$ cat config.mk
export PLATFORM = sky130hd
export DESIGN_NAME = dispatch_ctrl
export DESIGN_NICKNAME = d
export VERILOG_FILES = /design/src/rtl/dispatch_pkg.sv /design/src/rtl/rob_tag_alloc.sv /design/src/rtl/dispatch_ctrl.sv
export SDC_FILE = /design/constraint.sdc
export NUM_CORES = 1
export LEC_CHECK = 0
export ABC_AREA = 0
export BUFFER_PORTS_ARGS = -buffer_cell sky130_fd_sc_hd__buf_4
export CAP_MARGIN = 5
export CORE_MARGIN = 2
export CORE_UTILIZATION = 40
export DETAILED_ROUTE_END_ITERATION = 6
export PLACE_DENSITY = 0.71
export SLEW_MARGIN = 5
export SYNTH_ARGS = -nofsm -noshare
export SYNTH_HDL_FRONTEND = slang
export SYNTH_SLANG_ARGS = --single-unit
$ cat constraint.sdc
create_clock -name clk -period 5.13 [get_ports clk]
set_input_delay 1.026 -clock clk [delete_from_list [all_inputs] [get_ports clk]]
set_output_delay 1.026 -clock clk [all_outputs]
set_load 0.005 [all_outputs]
$ cat src/rtl/dispatch_pkg.sv
// Shared encodings for the dispatch controller: RS one-hot targets, FSM states, ROB tag width.
// No logic, no latency, no flow control.
package dispatch_pkg;

  localparam int ROB_TAG_W = 6;

  localparam logic [3:0] RS_ALU    = 4'b1000;
  localparam logic [3:0] RS_BRANCH = 4'b0100;
  localparam logic [3:0] RS_LSU    = 4'b0010;
  localparam logic [3:0] RS_FPU    = 4'b0001;

  typedef enum logic [1:0] {
    ST_EMPTY   = 2'd0,
    ST_HOLD    = 2'd1,
    ST_ILLEGAL = 2'd2
  } state_t;

  function automatic logic is_rs_dest_valid(input logic [3:0] dest);
    return (dest == RS_ALU) || (dest == RS_BRANCH) || (dest == RS_LSU) || (dest == RS_FPU);
  endfunction

endpackage

$ cat src/rtl/rob_tag_alloc.sv
// ROB tail pointer and occupancy tracker; tail is the tag handed to the next dispatched op.
// Updates one cycle after fire/commit; full blocks further allocation.
module rob_tag_alloc import dispatch_pkg::*; #(
  parameter  int ROB_DEPTH = 64,
  localparam int TAG_W     = $clog2(ROB_DEPTH)
) (
  input  logic             clk,
  input  logic             reset,
  input  logic             fire,
  input  logic             commit,
  input  logic             flush,
  output logic [TAG_W-1:0] tail,
  output logic             full
);

  logic [TAG_W:0] rob_count;
  logic           commit_eff;

  // A retire reported against an empty ROB carries no entry to release.
  assign commit_eff = commit && (rob_count != '0);
  assign full       = (rob_count == (TAG_W+1)'(ROB_DEPTH));

  always_ff @(posedge clk) begin
    if (reset || flush) begin
      tail      <= '0;
      rob_count <= '0;
    end else begin
      if (fire) begin
        tail <= tail + TAG_W'(1);
      end
      if (fire && !commit_eff) begin
        rob_count <= rob_count + (TAG_W+1)'(1);
      end else if (!fire && commit_eff) begin
        rob_count <= rob_count - (TAG_W+1)'(1);
      end
    end
  end

endmodule

$ cat src/rtl/dispatch_ctrl.sv
// Single-entry dispatch stage: holds one fetched op, fires it to its RS and allocates a ROB tag.
// Accept in N, earliest fire in N+1; fe_ready drops while the held op is blocked. DISPATCH_PERF_EN adds stall counters.
module dispatch_ctrl import dispatch_pkg::*; #(
  parameter  int ROB_DEPTH = 64,
  localparam int TAG_W     = $clog2(ROB_DEPTH)
) (
  input  logic             clk,
  input  logic             reset,
  input  logic             fe_valid,
  output logic             fe_ready,
  input  logic [31:0]      fe_pc,
  input  logic [31:0]      fe_inst,
  output logic [31:0]      dc_pc,
  output logic [31:0]      dc_inst,
  input  logic [3:0]       dc_rs_dest,
  input  logic [3:0]       rs_free,
  output logic [3:0]       rs_we,
  output logic             rob_we,
  output logic [TAG_W-1:0] dest_rob,
  input  logic             commit_valid,
  input  logic             flush,
  output logic             illegal,
  output logic [31:0]      perf_rob_stall,
  output logic [31:0]      perf_rs_stall
);

  state_t state;
  logic   rob_full;
  logic   dest_ok;
  logic   rs_avail;
  logic   fire;
  logic   accept;

  assign dest_ok  = is_rs_dest_valid(dc_rs_dest);
  assign rs_avail = |(dc_rs_dest & rs_free);
  assign fire     = (state == ST_HOLD) && dest_ok && rs_avail && !rob_full && !flush && !reset;
  assign fe_ready = (state == ST_EMPTY) || fire;
  assign accept   = fe_valid && fe_ready && !flush;

  assign rs_we  = fire ? dc_rs_dest : 4'b0000;
  assign rob_we = fire;

  rob_tag_alloc #(.ROB_DEPTH(ROB_DEPTH)) u_rob_tag_alloc (
    .clk    (clk),
    .reset  (reset),
    .fire   (fire),
    .commit (commit_valid),
    .flush  (flush),
    .tail   (dest_rob),
    .full   (rob_full)
  );

  // Accept wins over fire so a firing slot refills in the same cycle.
  always_ff @(posedge clk) begin
    if (reset) begin
      state   <= ST_EMPTY;
      dc_pc   <= '0;
      dc_inst <= '0;
      illegal <= 1'b0;
    end else if (flush) begin
      state   <= ST_EMPTY;
      illegal <= 1'b0;
    end else if (accept) begin
      state   <= ST_HOLD;
      dc_pc   <= fe_pc;
      dc_inst <= fe_inst;
    end else if (fire) begin
      state <= ST_EMPTY;
    end else if ((state == ST_HOLD) && !dest_ok) begin
      state   <= ST_ILLEGAL;
      illegal <= 1'b1;
    end
  end

`ifdef DISPATCH_PERF_EN
  logic [31:0] rob_stall_q;
  logic [31:0] rs_stall_q;

  // ROB-full takes precedence so each blocked cycle is charged to one cause only.
  always_ff @(posedge clk) begin
    if (reset) begin
      rob_stall_q <= '0;
      rs_stall_q  <= '0;
    end else if (state == ST_HOLD) begin
      if (rob_full) begin
        if (rob_stall_q != '1) rob_stall_q <= rob_stall_q + 32'd1;
      end else if (dest_ok && !rs_avail) begin
        if (rs_stall_q != '1) rs_stall_q <= rs_stall_q + 32'd1;
      end
    end
  end

  assign perf_rob_stall = rob_stall_q;
  assign perf_rs_stall  = rs_stall_q;
`else
  assign perf_rob_stall = '0;
  assign perf_rs_stall  = '0;
`endif

endmodule

== Yosys cells after proc, flatten, opt, wreduce, memory -nomap -nowiden ==
Cells that the tools add are included.
Cells by class
  bitwise logic cells: 4
  mux-type cells: 6
  reduce and logical (&&, ||, !) cells: 31
  equality and inequality tests: 6
  add/sub/neg operators: 3
Operators with widths (count)
  $mux W7: 2
  $logic_and A1 B1 Y1: 11
  $reduce_or A4 Y1: 2
  $add A7 B1 Y7 const B: 1
  $eq A7 B7 Y1 const B: 1
  $reduce_bool A7 Y1: 1
  $sub A7 B1 Y7 const B: 1
  $add A6 B1 Y6 const B: 1
  $logic_not A1 Y1: 6
  $logic_or A1 B1 Y1: 5
  $and A4 B4 Y4: 1
  $eq A4 B1 Y1 const B: 1
  $eq A4 B2 Y1 const B: 1
  $eq A4 B3 Y1 const B: 1
  $eq A4 B4 Y1 const B: 1
  $mux W4: 1
  $mux W1: 3
  $not A1 Y1: 3
  $reduce_and A3 Y1: 1
  $reduce_bool A3 Y1: 1
  $eq A2 B1 Y1 const B: 1
  $logic_not A2 Y1: 1
  $reduce_and A2 Y1: 1
  $reduce_bool A2 Y1: 1
  $reduce_or A2 Y1: 1
Word-level totals
  output and inout port bits: 141
  register bits: 80

== Longest topological paths before layout ==
Gate-level depths: netlist of run 1.
  word-level depth: 14
  depth in mapped cells: 14
  gate-level depth less buffers: 13

== Cells and area by module ==
Synthesis of run 1 repeated with hierarchy kept, for this count alone.
Unflattened totals
  cell total of the unflattened synthesis: 463
  area, all modules: 4435.5 sq um
Modules (own cells, without submodules)
  dispatch_ctrl: times used 1, area each 3666.0 sq um, cells an instance 373, sequential area each 1341.3 sq um
  rob_tag_alloc: times used 1, area each 769.5 sq um, cells an instance 90, sequential area each 260.2 sq um

== Worst setup path after synthesis of run 1 ==
Ideal clock, no wire load.
  path kind: input to register
  start: input dc_rs_dest[2]
  end: register u_rob_tag_alloc.rob_count[6]
  cell stages on the path: 14
  arrival: 3869 ps
  data required time: 5002 ps
  setup time: 128 ps
  slack: 1134 ps
  path through: or2_1 > or3_1 > o21a_1 > or3_1 > clkbuf_1 > inv_1 > ha_1 > inv_1 > ha_1 > or4_1 > a311o_1 > o211ai_1 > xnor2_1 > nor2_1
Between the ends
  longest elaborated chain between the ends: 12
  elaborated cells on any way between the ends: 19
  classes of those cells: eq/ne: 4; mux: 1; bitwise: 1; reduce/logical: 13
RTL lines
  start, declared: line dispatch_ctrl.sv:15  | input logic [3:0] dc_rs_dest,
  $eq A4 B4 Y1 or $eq A4 B3 Y1 (tied branches): line dispatch_pkg.sv:19  | return (dest == RS_ALU) || (dest == RS_BRANCH) || (dest == RS_LSU) || (dest == RS_FPU);
  $logic_or A1 B1 Y1 (3 in series): line dispatch_pkg.sv:19
  $logic_and A1 B1 Y1: line dispatch_ctrl.sv:36  | assign fire = (state == ST_HOLD) && dest_ok && rs_avail && !rob_full && !flush && !reset;
  $logic_and A1 B1 Y1 * (4 in series): line dispatch_ctrl.sv:36
  net rob_we: line dispatch_ctrl.sv:18  | output logic rob_we,
  $logic_not A1 Y1: line rob_tag_alloc.sv:33  | end else if (!fire && commit_eff) begin
  $logic_and A1 B1 Y1: line rob_tag_alloc.sv:33
  $reduce_bool A2 Y1 (no line)
  end signal, assigned: line rob_tag_alloc.sv:32  | rob_count <= rob_count + (TAG_W+1)'(1);
  end signal, assigned: line rob_tag_alloc.sv:34  | rob_count <= rob_count - (TAG_W+1)'(1);
  end, declared: line rob_tag_alloc.sv:16  | logic [TAG_W:0] rob_count;
The timed path passes the listed nets; every way through them passes the cells marked *.
A chain may end at the register's enable or synchronous reset.

== Worst setup path in the final report of run 1 ==
  start: input dc_rs_dest[2]
  end: register u_rob_tag_alloc.rob_count[6]
Between the ends
  longest elaborated chain between the ends: 12
  elaborated cells on any way between the ends: 19
  classes of those cells: eq/ne: 4; mux: 1; bitwise: 1; reduce/logical: 13
RTL lines (line)
  $eq A4 B4 Y1 or $eq A4 B3 Y1 (tied branches): dispatch_pkg.sv:19
  $logic_or A1 B1 Y1 (3 in series): dispatch_pkg.sv:19
  $logic_and A1 B1 Y1: dispatch_ctrl.sv:36
  $logic_and A1 B1 Y1 * (4 in series): dispatch_ctrl.sv:36
  $logic_not A1 Y1: rob_tag_alloc.sv:33
  $logic_and A1 B1 Y1: rob_tag_alloc.sv:33
  $reduce_bool A2 Y1 (no line)
Every way passes the cells marked *; elsewhere a longest branch is shown, timed or not.

==> results.py, run 1 <==
metrics = {
    "synth": {
        "yosysSeqAreaShare_pct": 35.56,
        "synth_compound_area_share_pct": 6.639,
        "ys_seq_elements": 80,
        "synthArstFlopShare_pct": 0,
        "synth_top_family_by_area": "simple AND/OR/NAND/NOR gates",
        "ys.flop_type": "dfxtp_1",
        "yosysUniqueCellTypes": 50,
        "synthXorXnorAreaFrac_pct": 0.9722,
        "syn_inst": 475,
        "synthMostInstantiatedCell": "nand2b_1",
        "synth-simple-area-share_pct": 23.33,
        "synthMuxAreaShare_pct": 14.92,
        "yosysTopAreaCellShare_pct": 35.56,
        "synthesis.area_um2": 4504,
        "synth_top_cell_by_area": "dfxtp_1",
        "synth-edff-count": 0,
        "synth_top_cells_by_count": "nand2b_1 (128), dfxtp_1 (80), mux2i_1 (66)",
        "synth_warnings": 0,
        "avgSynthCellArea_um2": 9.483,
        "ys_top_cells_by_area": "dfxtp_1 (36%), nand2b_1 (18%), mux2i_1 (15%)",
        "synthAdderAreaFrac_pct": 2.667,
    },
    "cts": {
        "ctsHoldBuffers": 0,
        "clk_latency_ns": 0.34,
        "clockBufferDepth": 2,
        "cts_tree": "done",
        "cts_resized": 0,
        "clock-sinks": 80,
        "cts_buffers": 9,
        "clk_pin_slew_ns": 0.06,
        "cts_setup_buffers": 0,
        "h-tree-depth": 3,
        "cts_root_buf": "clkbuf_16",
    },
    "critical_path": {
        "critPathSlowestCell": "or3_1",
        "startpoint_type": "input pin",
        "cp-end-kind": "register",
        "startpoint": "dc_rs_dest[2]",
        "crit_type": "input pin to register",
        "cp.required_ns": 5.35,
        "cp_cell_sequence": "buf_4 > or2_1 > or3_1 > o21a_1 > or3_1 > inv_1 > ha_1 > inv_1 > ha_1 > or4_1 > a311o_1 > o211ai_1 > xnor2_1 > nor2_1",
        "endpoint": "u_rob_tag_alloc.rob_count[6]$_SDFFE_PP0P_",
        "worstReg2RegEnd": "u_rob_tag_alloc.rob_count[6]$_SDFFE_PP0P_",
        "r2r_setup_slack_ns": 1.51,
        "cpPeakStageDelay_ns": 0.50,
        "cp.arrival_ns": 4.42,
        "r2r_cells": 13,
        "cp_max_fo": 13,
        "timing.rr.start": "u_rob_tag_alloc.rob_count[3]$_SDFFE_PP0P_",
    },
    "cells_and_area": {
        "drive_gt1_share_pct": 28.92,
        "finalNetCount": 700,
        "antenna_cells": 0,
        "flow.area_growth_from_synthesis_pct": 28.25,
    },
    "power_and_ir_drop": {
        "leakagePower_nw": 2.628,
        "ir_worst_vdd_uv": 288.0,
        "powerDensity_nw_per_um2": 343.6,
        "total_power_w": 0.001985,
    },
    "drt": {
        "vias": 3423,
        "drc_errors": 0,
        "firstDrtPassIters": 4,
        "viasPerCell": 4.510,
        "ant_nets": 0,
        "wl_per_cell_um": 12.94,
        "drt-total-wl_um": 9820,
        "drtIter0Drc": 177,
    },
    "floorplanning": {
        "row_count": 38,
        "start_util_pct": 41.19,
        "die_height_um": 110.1,
        "pin_count": 218,
        "core_um2": 10940,
        "die_w_um": 110.1,
        "die_area_um2": 12130,
    },
    "job": {
        "cap_viol_max_count": 0,
    },
    "grt": {
        "antenna_found_initial": 0,
        "first_global_vias": 3146,
        "grt_first_pass_wirelength_um": 14660,
        "grt-ovfl-total": 0,
        "track_usage_pct": 15.47,
        "grt_max_degree": 134,
    },
    "sta": {
        "worst_pin_slew_ns": 1.102,
        "fin_crit_ns": 4.194,
        "rsz0062_at_grt": "no",
        "slew_viol_final": 0,
        "hold_viol": 0,
        "finalCritPeriodShare_pct": 81.75,
        "setup_viol": 0,
        "slew_headroom_pct": 24.63,
        "fin_tns_setup_ns": 0,
        "max_freq_ghz": 0.2384,
        "hold_ws_ns": 0.4682,
        "clock-skew-final_ns": 0.004907,
    },
    "place": {
        "dpl.hpwl_um": 7097,
        "gp_congestion": 0.8707,
        "io_buffers": 153,
    },
    "hold_path": {
        "hold_class": "register to register",
    },
    "outcome": {
        "status": "finished clean",
    },
}
[through the flow]
stage               worst slack, ns  cells  instance area [µm²]  utilization [%]
finish                       0.9360    759                 5777            52.83
global route                 0.7838    759                 5777            52.83
CTS                          0.9631    759                 5777            52.83
detailed placement           0.6427    743                 5408            49.45
global placement             0.7579    743                 5408            49.45
floorplan                     1.134    538                 4741                -
[flip-flops by register name, summed over array words and instances, names as in the netlist]
name,flops
illegal,1
state,2
u_rob_tag_alloc.tail,6
u_rob_tag_alloc.rob_count,7
dc_pc,32
dc_inst,32
[where the power goes]
group | internal (W) | switching [W] | total (W)
Clock | 0.000525 | 0.000261 | 0.000786
Sequential | 0.000669 | 0.0000374 | 0.000706
Combinational | 0.000251 | 0.000241 | 0.000492
Total | 0.00145 | 0.000539 | 0.00198
[cell families after synthesis]
logic type	count (synthesis)
AO/OA/AOI/OAI	40
other	1
XOR/XNOR	5
flip-flops	80
adder cells (fa/ha/maj)	9
buffers and inverters	98
AND/OR/NAND/NOR	175
multiplexers	67
[final cells by class]
cell class	instances	area (µm²)
inverters	8	30.03
multi-input cells	360	2437
fillers	1004	5159
flip-flops and latches	80	1602
repair buffers	155	1164
clock buffers	9	225.2
clock inverters	7	143.9
well taps	140	175.2
[worst max-delay path, delay by kind of cell]
family | cells | cell delay, ns
compound gates | 3 | 0.71
xor+xnor | 1 | 0.14
fa+ha+maj | 2 | 0.50
buf+inv | 3 | 0.43
simple gates | 5 | 1.61
[worst min path at each step]
stage	slack [ns]	startpoint	cells after the start	end
4_1_cts	0.48	dc_pc[10]$_SDFFE_PP0P_	2	dc_pc[10]$_SDFFE_PP0P_
3_3_place_gp	0.46	dc_inst[4]$_SDFFE_PP0P_	2	dc_inst[4]$_SDFFE_PP0P_
2_1_floorplan	0.46	illegal$_SDFFE_PP0P_	2	illegal$_SDFFE_PP0P_
6_report	0.47	illegal$_SDFFE_PP0P_	2	illegal$_SDFFE_PP0P_
3_5_place_dp	0.46	dc_inst[27]$_SDFFE_PP0P_	2	dc_inst[27]$_SDFFE_PP0P_
5_1_grt	0.49	dc_pc[9]$_SDFFE_PP0P_	2	dc_pc[9]$_SDFFE_PP0P_
[cell usage in the layout, fill, tap and decap left out, drive strengths merged, types with 3 or more instances in the layout]
| cell | synthesis | routed |
|---|---|---|
| buf | 72 | 155 |
| nand2b | 128 | 128 |
| dfxtp | 80 | 80 |
| mux2i | 66 | 66 |
| conb | 1 | 64 |
| nor2 | 13 | 13 |
| nand2 | 10 | 10 |
| clkbuf | 18 | 9 |
| inv | 8 | 8 |
| a21oi | 8 | 8 |
| ha | 8 | 8 |
| or3 | 6 | 6 |
| o21ai | 5 | 5 |
| xnor2 | 4 | 4 |
| o211ai | 4 | 4 |
| bufinv | 0 | 4 |
| or4 | 3 | 3 |
| a21o | 3 | 3 |
| a31oi | 3 | 3 |
| nand3 | 3 | 3 |
| o31ai | 3 | 3 |
[per-layer routing]
metal	wire, µm	GRT usage (%)	up-vias
met3	881	6.526	5
met2	4721	26.91	120
li1	-	-	1730
met4	65	3.750	0
met1	4152	17.55	1568
met5	0	0	-
Power figures use the tool's default switching activity.
==> run 2: changes to the inputs <==
- PLACE_DENSITY: 0.71 -> 0.74
- clock period: 5.13 -> 3.35 ns (I/O delays scaled with it)
==> run 2 against run 1 <==
Sequential share of layout area decreased by 0.68 points. Sequential power increased by 53%. Non-clock buffer count increased by 18. First-iteration DRC count decreased by 24%. Global-route usage decreased by 0.13 points. Cell count increased by 2.2%. Die area unchanged. Critical path depth unchanged. Cell area increased by 2.5%. Critical path type unchanged. Largest cell class unchanged.
==> results.py, run 2 (synthesized netlist as in run 1, its figures left out) <==
metrics = {
    "outcome": {
        "status": "finished clean",
    },
    "place": {
        "placed_cells": 761,
        "gp_congestion": 0.8456,
        "placed_area_um2": 5585,
        "io_buffers": 153,
        "dpl.hpwl_um": 7118,
        "post-place-ws_ns": -0.1941,
    },
    "cells_and_area": {
        "utilization_pct": 54.15,
        "final_common_cell": "buf_4",
        "num-fill-cells": 976,
        "finalNetCount": 718,
        "flow.area_growth_from_synthesis_pct": 31.47,
        "final_cells": 776,
        "multi_input_area_um2": 2465,
        "final_cell_mix": "buf_4 (172), nand2b_1 (128), dfxtp_1 (80)",
        "largestRegisters": "dc_inst: 32 flops, dc_pc: 32 flops, u_rob_tag_alloc.rob_count: 7 flops",
        "drive_gt1_share_pct": 31.29,
        "antenna_cells": 0,
        "regArea_um2": 1602,
        "final_area_um2": 5922,
    },
    "cts": {
        "clock-sinks": 80,
        "cts_tree": "done",
        "clk_latency_ns": 0.33,
        "cts_resized": 0,
        "ctsHoldBuffers": 0,
        "cts_setup_buffers": 0,
        "h-tree-depth": 3,
        "cts_root_buf": "clkbuf_16",
        "clockBufferDepth": 2,
        "clk_pin_slew_ns": 0.06,
        "cts_buffers": 9,
    },
    "grt": {
        "first_global_vias": 3355,
        "antenna_found_initial": 0,
        "grt-ovfl-total": 0,
        "grt_first_pass_wirelength_um": 14690,
        "track_usage_pct": 15.35,
        "grt_max_degree": 133,
    },
    "sta": {
        "max_freq_ghz": 0.3113,
        "fin_crit_ns": 3.212,
        "finalCritPeriodShare_pct": 95.89,
        "slew_headroom_pct": 41.11,
        "setup_viol": 0,
        "hold_viol": 0,
        "worst_pin_slew_ns": 0.8834,
        "clock-skew-final_ns": 0.004678,
        "slew_viol_final": 0,
        "rsz0062_at_grt": "no",
        "fin_ws_ns": 0.1377,
        "hold_ws_ns": 0.4725,
    },
    "hold_path": {
        "hold_class": "register to register",
    },
    "drt": {
        "drtIter0Drc": 134,
        "firstDrtPassIters": 4,
        "drc_errors": 0,
        "wl_per_cell_um": 12.50,
        "viasPerCell": 4.566,
        "drt-total-wl_um": 9699,
        "vias": 3543,
        "ant_nets": 0,
    },
    "critical_path": {
        "crit_type": "input pin to register",
        "cp.arrival_ns": 3.42,
        "cp.required_ns": 3.56,
        "cp_max_fo": 6,
        "cp-end-kind": "register",
        "startpoint_type": "input pin",
    },
    "floorplanning": {
        "pin_count": 218,
        "die_height_um": 110.1,
        "core_um2": 10940,
        "row_count": 38,
        "die_area_um2": 12130,
        "start_util_pct": 41.19,
        "die_w_um": 110.1,
    },
    "job": {
        "cap_viol_max_count": 0,
    },
    "power_and_ir_drop": {
        "powerDensity_nw_per_um2": 509.8,
        "ir_worst_vdd_uv": 262.9,
        "leakagePower_nw": 2.710,
    },
}
==> run 2: final cells by class <==
type	instances	area share [%]
Tap cell	140	2.958
Timing Repair Buffer	173	22.14
Clock buffer	12	4.162
Multi-Input combinational cell	360	41.62
Inverter	8	0.5493
Clock inverter	3	1.521
Sequential cell	80	27.04
==> run 2: where the power goes <==
part	internal, W	total (W)	switching [W]	leakage, nW
combinational	0.000437	0.000827	0.000389	1.89
clock	0.000745	0.00111	0.000363	0.163
sequential	0.00102	0.00108	0.0000595	0.652
total	0.00221	0.00302	0.000812	2.71
==> run 2: worst max-delay path, stage by stage <==
cell      delay, ns
buf_4          0.11
or2_1          0.23
or3_1          0.38
o21a_1         0.14
or3_1          0.39
inv_2          0.10
ha_4           0.15
inv_4          0.06
ha_4           0.15
or4_1          0.46
a311o_1        0.28
o211ai_1       0.10
xnor2_1        0.14
nor2_1         0.05
==> run 2: metrics by stage <==
stage	TNS, ns	power [W]
2_1_floorplan	-0.09568	0.001705
3_3_place_gp	-0.1116	0.001896
3_5_place_dp	-0.4041	0.001922
4_1_cts	0	0.003056
5_1_grt	0	0.003181
6_report	0	0.003019
==> run 2: per-layer routing <==
| metal | wire (µm) | vias to the layer above | GRT usage (%) |
|---|---|---|---|
| li1 | - | 1770 | - |
| met1 | 3892 | 1609 | 17.00 |
| met2 | 4832 | 144 | 27.34 |
| met3 | 728 | 20 | 2.822 |
| met4 | 246 | 0 | 8.929 |
| met5 | 0 | - | 0 |
==> run 2: final timing paths <==
| check | to | slack [ns] | startpoint | cells past startpoint |
|---|---|---|---|---|
| max | u_rob_tag_alloc.rob_count[6]$_SDFFE_PP0P_ | 0.14 | dc_rs_dest[2] | 14 |
| min | dc_inst[19]$_SDFFE_PP0P_ | 0.47 | dc_inst[19]$_SDFFE_PP0P_ | 2 |
| min reg2reg | dc_inst[19]$_SDFFE_PP0P_ | 0.47 | dc_inst[19]$_SDFFE_PP0P_ | 2 |
| max reg2reg | u_rob_tag_alloc.rob_count[6]$_SDFFE_PP0P_ | 0.28 | u_rob_tag_alloc.rob_count[4]$_SDFFE_PP0P_ | 13 |
==> run 3: changes to the inputs <==
- REMOVE_ABC_BUFFERS: unset -> 1
==> run 3 against run 2 <==
Setup slack got worse by 0.031 ns. Power fell by 2.0%. Sequential power barely moved. Cell area fell by 0.15%. Register-to-register slack got worse by 0.05 ns. Hold slack got worse by 0.0020 ns. Critical path type unchanged. Largest power group is now registers. Highest routed layer unchanged.
==> results.py, run 3 (synthesized netlist as in run 1, its figures left out) <==
metrics = {
    "drt": {
        "wl_per_cell_um": 12.90,
        "drt-total-wl_um": 10030,
        "vias": 3538,
        "ant_nets": 0,
        "viasPerCell": 4.553,
        "drtIter0Drc": 100,
        "firstDrtPassIters": 4,
        "drc_errors": 0,
    },
    "floorplanning": {
        "core_um2": 10940,
        "die_area_um2": 12130,
        "die_w_um": 110.1,
        "start_util_pct": 41.19,
        "die_height_um": 110.1,
        "row_count": 38,
        "pin_count": 218,
    },
    "sta": {
        "hold_viol": 0,
        "slew_viol_final": 0,
        "setup_viol": 0,
        "slew_headroom_pct": 41.85,
        "fin_crit_ns": 3.244,
        "hold_ws_ns": 0.4705,
        "clock-skew-final_ns": 0.007320,
        "max_freq_ghz": 0.3083,
        "worst_pin_slew_ns": 0.8722,
        "fin_ws_ns": 0.1064,
        "finalCritPeriodShare_pct": 96.82,
    },
    "cts": {
        "cts_buffers": 9,
        "ctsHoldBuffers": 0,
        "cts_tree": "done",
        "cts_root_buf": "clkbuf_16",
        "clk_latency_ns": 0.33,
        "clock-sinks": 80,
        "h-tree-depth": 3,
        "clk_pin_slew_ns": 0.06,
        "clockBufferDepth": 2,
    },
    "grt": {
        "antenna_found_initial": 0,
        "global_route.usage.met2_pct": 27.65,
        "use_met1_pct": 18.35,
        "grt_max_degree": 133,
        "use_met3_pct": 3.175,
        "track_usage_pct": 15.89,
        "grt_first_pass_wirelength_um": 15230,
        "busiest_layer": "met2",
        "grt-ovfl-total": 0,
        "first_global_vias": 3429,
    },
    "cells_and_area": {
        "regArea_um2": 1602,
        "antenna_cells": 0,
        "final_common_cell": "buf_4",
        "finalNetCount": 718,
        "final_cell_mix": "buf_4 (171), nand2b_1 (128), dfxtp_1 (80)",
        "flow.area_growth_from_synthesis_pct": 31.28,
        "drive_gt1_share_pct": 31.87,
        "num-fill-cells": 1000,
        "largestRegisters": "dc_inst: 32 flops, dc_pc: 32 flops, u_rob_tag_alloc.rob_count: 7 flops",
        "multi_input_area_um2": 2470,
    },
    "critical_path": {
        "cp-end-kind": "register",
        "crit_type": "input pin to register",
        "worstReg2RegEnd": "u_rob_tag_alloc.rob_count[6]$_SDFFE_PP0P_",
        "cp_max_fo": 5,
        "timing.rr.start": "u_rob_tag_alloc.rob_count[3]$_SDFFE_PP0P_",
        "r2r_cells": 13,
        "r2r_setup_slack_ns": 0.23,
        "cp.required_ns": 3.56,
        "cp.arrival_ns": 3.46,
        "startpoint_type": "input pin",
    },
    "power_and_ir_drop": {
        "powerDensity_nw_per_um2": 500.1,
        "netSwitchingPower_w": 0.0008340,
        "seq_power_share_pct": 36.6,
        "p_int_w": 0.002123,
        "ir_worst_vdd_uv": 276.2,
        "netSwitchingFraction_pct": 28.20,
        "p_comb_share_pct": 28.4,
        "clkPwrFrac_pct": 35.0,
        "leakagePower_nw": 2.712,
        "total_power_w": 0.002957,
    },
    "place": {
        "io_buffers": 153,
        "gp_congestion": 0.7741,
        "dpl.hpwl_um": 7473,
        "post-place-ws_ns": -0.3217,
    },
    "hold_path": {
        "whs_path_depth": 2,
        "hold_class": "register to register",
        "whs_endpoint": "dc_inst[23]$_SDFFE_PP0P_",
        "hold_start": "dc_inst[23]$_SDFFE_PP0P_",
    },
    "outcome": {
        "status": "finished clean",
    },
    "job": {
        "cap_viol_max_count": 0,
    },
}
==> run 3: cell count changes in the layout (fill, tap and decap cells not counted), sizes merged <==
| cell | previous run | this run |
|---|---|---|
| clkinv | 0 | 4 |
| bufinv | 3 | 2 |
| clkbuf | 12 | 10 |
==> run 3: timing repair <==
action                     4_1_cts  5_1_grt
setup endpoints to repair        0        3
gates resized for setup          0        9
setup buffers                    0        0
==> run 3: worst max path at each step <==
stage	startpoint	to	slack, ns	depth (start not counted)
2_1_floorplan	dc_rs_dest[2]	dc_inst[0]$_SDFFE_PP0P_	-3.78	5
3_3_place_gp	dc_rs_dest[2]	u_rob_tag_alloc.rob_count[6]$_SDFFE_PP0P_	-0.24	14
3_5_place_dp	dc_rs_dest[2]	u_rob_tag_alloc.rob_count[6]$_SDFFE_PP0P_	-0.32	14
4_1_cts	dc_rs_dest[2]	u_rob_tag_alloc.rob_count[6]$_SDFFE_PP0P_	0.02	14
5_1_grt	dc_rs_dest[2]	u_rob_tag_alloc.rob_count[6]$_SDFFE_PP0P_	-0.01	14
6_report	dc_rs_dest[2]	u_rob_tag_alloc.rob_count[6]$_SDFFE_PP0P_	0.11	14
==> run 3: layer usage <==
layer	up-vias	routed length, µm
li1	1768	-
met3	15	739
met4	0	238
met1	1613	4027
met2	142	5020
met5	-	0
==> run 3: final cells by class <==
| type | instances | share of cell area, % |
|---|---|---|
| Inverter | 8 | 0.5078 |
| Sequential cell | 80 | 27.08 |
| Tap cell | 140 | 2.962 |
| Clock inverter | 6 | 1.418 |
| Multi-Input combinational cell | 360 | 41.77 |
| Clock buffer | 10 | 3.872 |
| Timing Repair Buffer | 173 | 22.39 |
==> run 3: power by group through the flow <==
stage	Combinational, W	Sequential [W]	Clock [W]
after global placement	0.000779	0.00110	0
after detailed placement	0.000808	0.00110	0
after CTS	0.000813	0.00108	0.00106
after global routing	0.000940	0.00109	0.00110
after floorplan	0.000517	0.00109	0
final	0.000839	0.00108	0.00103
==> run 3: stage by stage <==
stage / area [µm²] / TNS, ns / cells / util (%)
3_5_place_dp: 5568 / -0.8288 / 761 / 50.92
3_3_place_gp: 5568 / -0.4110 / 761 / 50.92
5_1_grt: 5913 / -0.01020 / 777 / 54.07
2_1_floorplan: 4058 / -242.83 / 448 / -
4_1_cts: 5881 / 0 / 777 / 53.78
6_report: 5913 / 0 / 777 / 54.07
==> run 3: critical path, stage by stage <==
cell	delay, ns
buf_4	0.13
or2_1	0.23
mux2_4	0.28
o21a_1	0.19
or3_4	0.37
inv_2	0.08
ha_4	0.14
inv_2	0.06
ha_2	0.18
or4_4	0.50
a311o_1	0.33
o211ai_1	0.10
xnor2_1	0.14
nor2_1	0.05
